`src/rtl/serial_subtractor.sv`:
```
// Bit-serial subtractor: one full-subtractor cell plus a borrow flop computes a - b LSB first,
// with a start/busy/done handshake and registered result, borrow and signed-overflow outputs.
module serial_subtractor #(
  parameter int WIDTH = 8
) (
  input  logic             clk,
  input  logic             rst,
  input  logic             start,
  input  logic [WIDTH-1:0] a,
  input  logic [WIDTH-1:0] b,
  output logic             busy,
  output logic             done,
  output logic [WIDTH-1:0] diff,
  output logic             borrow_out,
  output logic             overflow
);

  localparam int CW = $clog2(WIDTH);

  typedef enum logic [1:0] {IDLE, SHIFT, DONE} state_t;

  state_t           state_q, state_d;
  logic [WIDTH-1:0] a_q, a_d, b_q, b_d, res_q, res_d;
  logic [WIDTH-1:0] diff_q, diff_d;
  logic [CW-1:0]    cnt_q, cnt_d;
  logic             borrow_q, borrow_d;
  logic             a_msb_q, a_msb_d, b_msb_q, b_msb_d;
  logic             bor_out_q, bor_out_d, ovf_q, ovf_d;
  logic             x, y, d_bit, bout, last_bit;

  // Full-subtractor cell on the operand LSBs.
  always_comb begin
    x        = a_q[0];
    y        = b_q[0];
    d_bit    = x ^ y ^ borrow_q;
    bout     = (~x & y) | (~(x ^ y) & borrow_q);
    last_bit = (cnt_q == CW'(WIDTH - 1));
  end

  // NOTE: sequential state uses non-blocking assignments so every flop samples pre-edge values.
  always_ff @(posedge clk or posedge rst) begin
    if (rst) begin
      state_q   <= IDLE;
      a_q       <= '0;
      b_q       <= '0;
      res_q     <= '0;
      diff_q    <= '0;
      cnt_q     <= '0;
      borrow_q  <= 1'b0;
      a_msb_q   <= 1'b0;
      b_msb_q   <= 1'b0;
      bor_out_q <= 1'b0;
      ovf_q     <= 1'b0;
    end else begin
      state_q   <= state_d;
      a_q       <= a_d;
      b_q       <= b_d;
      res_q     <= res_d;
      diff_q    <= diff_d;
      cnt_q     <= cnt_d;
      borrow_q  <= borrow_d;
      a_msb_q   <= a_msb_d;
      b_msb_q   <= b_msb_d;
      bor_out_q <= bor_out_d;
      ovf_q     <= ovf_d;
    end
  end

  always_comb begin
    state_d = state_q;
    case (state_q)
      IDLE:    if (start) state_d = SHIFT;
      SHIFT:   if (last_bit) state_d = DONE;
      DONE:    state_d = start ? SHIFT : IDLE;
      default: state_d = IDLE;
    endcase
  end

  // NOTE: every combinational output gets a default first, so no path can infer a latch.
  always_comb begin
    a_d       = a_q;
    b_d       = b_q;
    res_d     = res_q;
    diff_d    = diff_q;
    cnt_d     = cnt_q;
    borrow_d  = borrow_q;
    a_msb_d   = a_msb_q;
    b_msb_d   = b_msb_q;
    bor_out_d = bor_out_q;
    ovf_d     = ovf_q;
    if ((state_q == IDLE || state_q == DONE) && start) begin
      a_d      = a;
      b_d      = b;
      res_d    = '0;
      cnt_d    = '0;
      borrow_d = 1'b0;
      a_msb_d  = a[WIDTH-1];
      b_msb_d  = b[WIDTH-1];
    end else if (state_q == SHIFT) begin
      a_d      = a_q >> 1;
      b_d      = b_q >> 1;
      res_d    = {d_bit, res_q[WIDTH-1:1]};
      borrow_d = bout;
      cnt_d    = cnt_q + CW'(1);
      // Result outputs only change on the final bit, so shift values never leak out.
      if (last_bit) begin
        diff_d    = {d_bit, res_q[WIDTH-1:1]};
        bor_out_d = bout;
        ovf_d     = (a_msb_q ^ b_msb_q) & (d_bit ^ a_msb_q);
      end
    end
  end

  always_comb begin
    busy       = (state_q == SHIFT);
    done       = (state_q == DONE);
    diff       = diff_q;
    borrow_out = bor_out_q;
    overflow   = ovf_q;
  end

endmodule

```
`config.mk`:
```
export PLATFORM = sky130hd
export DESIGN_NAME = serial_subtractor
export DESIGN_NICKNAME = d
export VERILOG_FILES = /design/src/rtl/serial_subtractor.sv
export SDC_FILE = /design/constraint.sdc
export NUM_CORES = 1
export LEC_CHECK = 0
export CORE_AREA = 8 8 78 80
export DETAILED_ROUTE_END_ITERATION = 16
export DIE_AREA = 0 0 86 88
export PLACE_DENSITY_LB_ADDON = 0.2
export SLEW_MARGIN = 40
export SYNTH_ARGS = -nofsm -noshare
export SYNTH_HDL_FRONTEND = slang
export SYNTH_SLANG_ARGS = --single-unit
```
`constraint.sdc`:
```
create_clock -name clk -period 4.2 [get_ports clk]
set_input_delay 0.84 -clock clk [delete_from_list [all_inputs] [get_ports clk]]
set_output_delay 0.84 -clock clk [all_outputs]
set_load 0.02 [all_outputs]
```
==> results.toml, run 1 <==
[outcome]
status = "completed"

[sta]
setup_tns_ps = 0
setup_viol = 0
hold_viol_final = 0
tightest_slew_ps = 728
min_period_ps = 2840
max_freq_mhz = 352
period_share_pct = 67.6
slew_headroom_pct = 51.4
slew_viol_final = 0
clock_skew_ps = 4.78
rsz0062_at_grt = "no"

[routing]
viasPerCell = 4.86
vias = 1084
wire_per_inst_um = 14.4
drcViolationCount = 0
ant_nets = 0
drt_iter0_markers = 43
drt_pass1_iterations = 4
wirelength_mm = 3.22

[min_path]
worstHoldStart = "borrow_out$_DFFE_PP0P_"
hold_depth = 2
min_to = "borrow_out$_DFFE_PP0P_"
hold_class = "reg2reg"

[synth]
muxShareOfSynthArea_pct = 7.44
yosysTopAreaCellShare_pct = 61.6
synth_cell_type_count = 23
synthSimpleGateAreaFrac_pct = 3.76
synthTopCellsByArea = "dfrtp_1 (62%), a22o_1 (13%), mux2_2 (7.4%)"
ys.flop_type = "dfrtp_1"
async_flop_share_pct = 100
yosysMostFrequentCell = "dfrtp_1"
synth_top_family_by_area = "compound AO/OA/AOI/OAI gates"
synthAdderAreaFrac_pct = 2.70
synth_top_area_cell = "dfrtp_1"
syn_nets = 142
ys_seq_elements = 41
netlist_top_cells_count = "dfrtp_1 (41), a22o_1 (24), a21o_1 (13), mux2_2 (11), buf_2 (5)"
yosysSeqAreaShare_pct = 61.6
yosys_warnings = 0
syn_inst = 120
syn_area_um2 = 1670
synth_compound_area_share_pct = 21.0
synth-edff-count = 0
synth_xor_area_share_pct = 0
syn_avg_cell_area_um2 = 13.9

[finish]
area_delta_synth_final_pct = 27.9
diodes = 0
drive_gt1_share_pct = 15.0
n_fill_cell = 468
num-nets-final = 174

[power_and_ir_drop]
p_leak_nw = 1.03
power_mw = 1.64
peakVddDrop_mv = 0.336
p_per_area_nw_per_um2 = 772

[global_route]
overflow = 0
grt_max_degree = 42
groute.usage.overall_pct = 9.55
grt_pass1_vias = 1197
grt_pass1_wl_mm = 5.62
antenna_found_initial = 0

[placement]
gp_congestion = 0.750
dpl.hpwl_mm = 2.17
port-buffer-count = 30

[floorplanning]
initial_core_util_pct = 33.9
dieArea_um2 = 7570
fp.dieH_um = 88
pin_count = 31
coreArea_um2 = 4910
die_w_um = 86
rows = 26

[setup_path]
cp_data_required_time_ps = 3360
rr_startpoint = "state_q[0]$_DFFE_PP0P_"
worstRegToRegCells = 3
crit_type = "reg2out"
r2r_setup_slack_ps = 2430
critPathMaxFanout = 27
worstSetupEndpointType = "primary output"
r2r_end = "a_msb_q$_DFFE_PP0P_"
start_kind = "register"
worstPathArrival_ps = 2000

[clocking]
clock_latency_ps = 290
clockRootBuffer = "clkbuf_8"
cts_htree_levels = 2
cts_tree = "yes"
postCtsResizedCells = 0
cts_setup_buffers = 0
cts_buffer_depth = 2
cts_sinks = 41
clk_pin_slew_ps = 80
cts_hold_buf = 0
cts_inserted_buffers = 5

[job]
drv_cap = 0
-- worst max-delay path, stage by stage, from the launching register on --
cell and delay [ps]:
dfrtp_1 380, nand2b_1 200, inv_2 410, clkdlybuf4s50_1 710
-- registers in the layout (all words and copies together), names as in the netlist --
register	count
borrow_out	1
a_q	8
b_q	8
cnt_q	3
overflow	1
a_msb_q	1
borrow_q	1
state_q	2
b_msb_q	1
res_q	7
diff	8
-- final cells by class --
cell class,count,area [um^2],share of cell area (%)
clock buffers,7,96.3,4.52
clock inverters,1,5.00,0.235
inverters,5,18.8,0.881
multi-input cells,67,581,27.3
flip-flops and latches,41,1030,48.2
well taps,70,87.6,4.11
repair buffers,32,315,14.8
-- how the worst max path moves through the flow --
stage	from	end	slack (ps)
2_1_floorplan	rst	a_msb_q$_DFFE_PP0P_	2410
3_3_place_gp	start	a_msb_q$_DFFE_PP0P_	1540
3_5_place_dp	start	a_msb_q$_DFFE_PP0P_	1520
4_1_cts	state_q[1]$_DFFE_PP0P_	busy	1350
5_1_grt	state_q[1]$_DFFE_PP0P_	busy	1230
6_report	state_q[1]$_DFFE_PP0P_	busy	1360
-- logic make-up after synthesis --
logic type / count (synthesis)
AO/OA/AOI/OAI: 43
adder cells (fa/ha/maj): 3
buffers and inverters: 12
flip-flops: 41
multiplexers: 11
AND/OR/NAND/NOR: 10
-- cells in the final DEF (no fill, tap or decap) --
master and instances:
fa_1 1, and3b_1 1, mux2_2 11, o21bai_1 1
nand2_1 2, nor2_4 1, inv_1 4, nand3b_1 1
ha_1 2, a22o_1 24, nor2b_1 2, o21ai_0 2
nand2b_1 1, a21o_1 13, a21oi_1 1, buf_4 2
clkinv_2 1, a221o_1 1, inv_2 1, clkbuf_8 7
dfrtp_1 41, o2bb2ai_1 1, clkdlybuf4s50_1 30, nor3_1 1
nor2_1 1
-- power breakdown --
group	total (mW)	switching (mW)	internal, mW
Clock	0.280	0.131	0.148
Sequential	0.680	0.103	0.578
Combinational	0.684	0.325	0.359
-- stage by stage --
stage	worst slack [ps]	hold slack, ps	cell area (um^2)	utilization [%]	cells
finish	1360	481	2130	43.4	223
global route	1230	496	2130	43.4	223
CTS	1350	487	2130	43.4	223
detailed placement	1520	467	2030	41.3	215
global placement	1540	460	2030	41.3	215
floorplan	2410	450	1670	-	120
-- routing by layer --
metal | up-vias | track usage, % | part of all wire (%)
li1 | 504 | - | -
met3 | 8 | 3.85 | 6.7
met2 | 26 | 14.8 | 45
met1 | 546 | 11.2 | 46
met5 | - | 0 | 0
met4 | 0 | 4.78 | 1.9
(Power assumes the default switching activity.)
==> run 2: changes to the inputs <==
==> constraint.sdc (replaced) <==
create_clock -name clk -period 2.35 [get_ports clk]
set_input_delay 0.47 -clock clk [delete_from_list [all_inputs] [get_ports clk]]
set_output_delay 0.47 -clock clk [all_outputs]
set_load 0.02 [all_outputs]
==> results.toml, run 2 (synthesis gave the netlist of run 1 again) <==
[sta]
rsz0062_at_grt = "no"
slew_viol_final = 0
slew_headroom_pct = 62.2
period_share_pct = 86.8
max_freq_mhz = 490
setup_viol = 0
setup_tns_ps = 0
tightest_slew_ps = 566
clock_skew_ps = 2.49
min_period_ps = 2040
hold_viol_final = 0

[power_and_ir_drop]
peakVddDrop_mv = 0.436
p_leak_nw = 1.03
p_per_area_nw_per_um2 = 1380

[clocking]
cts_tree = "yes"
clk_pin_slew_ps = 70
postCtsResizedCells = 0
cts_htree_levels = 2
cts_buffer_depth = 2
cts_inserted_buffers = 5
cts_hold_buf = 0
cts_setup_buffers = 0
clock_latency_ps = 280
clockRootBuffer = "clkbuf_8"
cts_sinks = 41

[routing]
wirelength_mm = 3.17
viasPerCell = 4.76
wire_per_inst_um = 14.2
drt_iter0_markers = 48
vias = 1067
drcViolationCount = 0
drt_pass1_iterations = 4
ant_nets = 0

[global_route]
overflow = 0
grt_max_degree = 42
antenna_found_initial = 0
groute.usage.overall_pct = 9.49
grt_pass1_vias = 1190
grt_pass1_wl_mm = 5.65

[finish]
mostFrequentLayoutCells = "dfrtp_1 (41), clkdlybuf4s50_1 (30), a22o_1 (24)"
postLayoutCellArea_um2 = 2140
drive_gt1_share_pct = 15.6
n_fill_cell = 454
final_common_cell = "dfrtp_1"
diodes = 0
multi_input_area_um2 = 581
ff_latch_area_um2 = 1030
area_delta_synth_final_pct = 28.3
num-nets-final = 175

[min_path]
hold_class = "reg2reg"

[setup_path]
critPathBufInv = 2
crit_chain = "nand2b_1, inv_2, clkdlybuf4s50_1"
cpLargestDelayFamily = "buffers and inverters"
crit_type = "reg2out"
cp_data_required_time_ps = 1880
start_kind = "register"
critPathSlowestCell = "clkdlybuf4s50_1"
cp_slowest_stage_delay_ps = 600
critPathMaxFanout = 3
worstPathArrival_ps = 1570
worstSetupEndpointType = "primary output"

[floorplanning]
initial_core_util_pct = 33.9
coreArea_um2 = 4910
rows = 26
fp.dieH_um = 88
pin_count = 31
dieArea_um2 = 7570
die_w_um = 86

[outcome]
status = "completed"

[placement]
port-buffer-count = 30
placed_cell_area_um2 = 2040
gp_congestion = 0.697
dpl.hpwl_mm = 2.16

[job]
drv_cap = 0
[run 2: metrics by stage]
stage	cells	util (%)	total power, mW	setup WS [ps]	hold WS, ps
floorplan	120	-	2.09	801	450
global placement	216	41.4	2.44	375	461
detailed placement	216	41.4	2.49	344	466
CTS	224	43.5	3.00	285	483
global route	224	43.5	3.20	216	497
finish	224	43.5	2.94	311	478
[run 2: worst register-to-register path, cell delays in order (launching register included)]
cell and delay (ps):
dfrtp_1 390, ha_1 200, ha_1 190, nand3b_1 400
mux2_2 400
[run 2: report_power, final]
part | switching (mW) | internal (mW) | total, mW
Clock | 0.228 | 0.265 | 0.493
Sequential | 0.189 | 1.03 | 1.22
Combinational | 0.576 | 0.652 | 1.23
[run 2: layer usage]
| layer | global-route usage [%] | share of wire [%] |
|---|---|---|
| met5 | 0 | 0 |
| met4 | 3.34 | 0.60 |
| met3 | 4.32 | 7.3 |
| met2 | 14.9 | 46 |
| met1 | 11.2 | 46 |
[run 2: path summary, 6_finish.rpt]
kind | start | end | slack, ps | cells past startpoint
min | overflow$_DFFE_PP0P_ | overflow$_DFFE_PP0P_ | 480 | 2
max in group asynchronous | rst | borrow_q$_DFFE_PP0P_ | 1380 | 3
max | state_q[1]$_DFFE_PP0P_ | busy | 310 | 3
max reg2reg | cnt_q[0]$_DFFE_PP0P_ | diff[7]$_DFFE_PP0P_ | 670 | 4
min reg2reg | overflow$_DFFE_PP0P_ | overflow$_DFFE_PP0P_ | 480 | 2
min in group asynchronous | rst | diff[7]$_DFFE_PP0P_ | 610 | 3
[run 2: layout make-up]
type                            instances  area share [%]
Tap cell                               70            4.10
Clock inverter                          1           0.234
Multi-Input combinational cell         67            27.2
Clock buffer                            7            4.51
Timing Repair Buffer                   33            15.1
Inverter                                5           0.878
Sequential cell                        41            48.0
==> run 3: changes to the inputs <==
--- a/config.mk
+++ b/config.mk
@@ -9,7 +9,7 @@
 export DETAILED_ROUTE_END_ITERATION = 16
 export DIE_AREA = 0 0 86 88
 export PLACE_DENSITY_LB_ADDON = 0.2
-export SLEW_MARGIN = 40
+export SLEW_MARGIN = 10
 export SYNTH_ARGS = -nofsm -noshare
 export SYNTH_HDL_FRONTEND = slang
 export SYNTH_SLANG_ARGS = --single-unit
==> constraint.sdc (replaced) <==
create_clock -name clk -period 2.65 [get_ports clk]
set_input_delay 0.53 -clock clk [delete_from_list [all_inputs] [get_ports clk]]
set_output_delay 0.53 -clock clk [all_outputs]
set_load 0.02 [all_outputs]
==> results.toml, run 3 (synthesis gave the netlist of run 1 again) <==
[power_and_ir_drop]
p_per_area_nw_per_um2 = 1250
p_comb_share_pct = 40.8
p_leak_nw = 1.04
peakVddDrop_mv = 0.384
clkPwrFrac_pct = 19.0
p_sw_uw = 884
p_seq_share_pct = 40.2
switching_share_pct = 32.9
power_mw = 2.69
p_int_mw = 1.80

[sta]
tightest_slew_ps = 579
rsz0062_at_grt = "no"
slew_headroom_pct = 61.3
slew_viol_final = 0
min_period_ps = 2090
hold_viol_final = 0
clock_skew_ps = 4.61
setup_tns_ps = 0
max_freq_mhz = 479
period_share_pct = 78.8
setup_viol = 0

[setup_path]
critPathSlowestCell = "clkdlybuf4s50_1"
worstPathArrival_ps = 1560
critPathMaxFanout = 3
critPathBufInv = 2
r2r_end = "diff[4]$_DFFE_PP0P_"
r2r_setup_slack_ps = 950
worstSetupEndpointType = "primary output"
crit_chain = "nand2b_1, inv_2, clkdlybuf4s50_1"
worstRegToRegCells = 4
start_kind = "register"
crit_type = "reg2out"
cpLargestDelayFamily = "buffers and inverters"
rr_startpoint = "cnt_q[0]$_DFFE_PP0P_"
cp_data_required_time_ps = 2120
cp_slowest_stage_delay_ps = 600
cp.depth = 3

[job]
drv_cap = 0

[routing]
ant_nets = 0
wirelength_mm = 3.13
drt_pass1_iterations = 4
viasPerCell = 4.74
drt_iter0_markers = 52
vias = 1062
drcViolationCount = 0
wire_per_inst_um = 14.0

[finish]
multi_input_area_um2 = 581
n_fill_cell = 454
area_delta_synth_final_pct = 29.2
diodes = 0
ff_latch_area_um2 = 1030
mostFrequentLayoutCells = "dfrtp_1 (41), clkdlybuf4s50_1 (30), a22o_1 (24)"
num-nets-final = 175
drive_gt1_share_pct = 14.9
final_common_cell = "dfrtp_1"

[floorplanning]
rows = 26
dieArea_um2 = 7570
die_w_um = 86
coreArea_um2 = 4910
pin_count = 31
fp.dieH_um = 88
initial_core_util_pct = 33.9

[placement]
dpl.hpwl_mm = 2.12
gp_congestion = 0.709
port-buffer-count = 30

[min_path]
min_to = "a_q[3]$_DFFE_PP0P_"
hold_depth = 1
hold_class = "reg2reg"
worstHoldStart = "a_q[3]$_DFFE_PP0P_"

[clocking]
cts_inserted_buffers = 5
clk_pin_slew_ps = 70
cts_buffer_depth = 2
cts_htree_levels = 2
cts_setup_buffers = 0
cts_sinks = 41
clock_latency_ps = 280
cts_tree = "yes"
clockRootBuffer = "clkbuf_8"
postCtsResizedCells = 0
cts_hold_buf = 0

[global_route]
use_met3_pct = 3.75
use_met1_pct = 11.5
groute.usage.overall_pct = 9.29
grt_max_degree = 42
use_met2_pct = 14.2
grt_pass1_wl_mm = 5.45
grt_pass1_vias = 1133
overflow = 0
antenna_found_initial = 0
grt_busiest_layer = "met2"

[outcome]
status = "completed"
run 3: cell count changes in the layout (fill, tap and decap cells not counted):
cell / delta
clkinv_2: -1
bufinv_16: +1
clkbuf_1: +1
clkbuf_8: -1
run 3: worst max path at each step:
stage	start	end	slack, ps
2_1_floorplan	cnt_q[0]$_DFFE_PP0P_	diff[0]$_DFFE_PP0P_	1100
3_3_place_gp	start	cnt_q[0]$_DFFE_PP0P_	610
3_5_place_dp	start	cnt_q[0]$_DFFE_PP0P_	590
4_1_cts	state_q[1]$_DFFE_PP0P_	busy	530
5_1_grt	state_q[1]$_DFFE_PP0P_	busy	480
6_report	state_q[1]$_DFFE_PP0P_	busy	560
run 3: routing by layer:
layer  vias to the layer above  part of all wire (%)
met5                         -                     0
met4                         0                   1.4
met3                         5                   6.3
met2                        26                    45
met1                       530                    48
li1                        501                     -
run 3: metrics by stage:
| stage | worst slack [ps] | instances | instance area, um^2 | utilization, % | hold slack (ps) |
|---|---|---|---|---|---|
| after floorplan | 1100 | 120 | 1670 | - | 450 |
| after global placement | 613 | 216 | 2040 | 41.4 | 460 |
| after detailed placement | 591 | 216 | 2040 | 41.4 | 466 |
| after CTS | 535 | 224 | 2150 | 43.8 | 485 |
| after global routing | 480 | 224 | 2150 | 43.8 | 506 |
| final | 562 | 224 | 2150 | 43.8 | 481 |
run 3: layout make-up:
type,count,area share [%]
flip-flops and latches,41,47.7
clock buffers,7,4.01
inverters,5,0.872
well taps,70,4.07
multi-input cells,67,27.0
repair buffers,33,15.0
clock inverters,1,1.40
run 3: power groups by stage:
stage          combinational [mW]  sequential, mW  clock (mW)
2_1_floorplan               0.717            1.14           0
3_3_place_gp                 1.08            1.08           0
3_5_place_dp                 1.11            1.09           0
4_1_cts                      1.12            1.08       0.529
5_1_grt                      1.22            1.12       0.558
6_report                     1.10            1.08       0.511
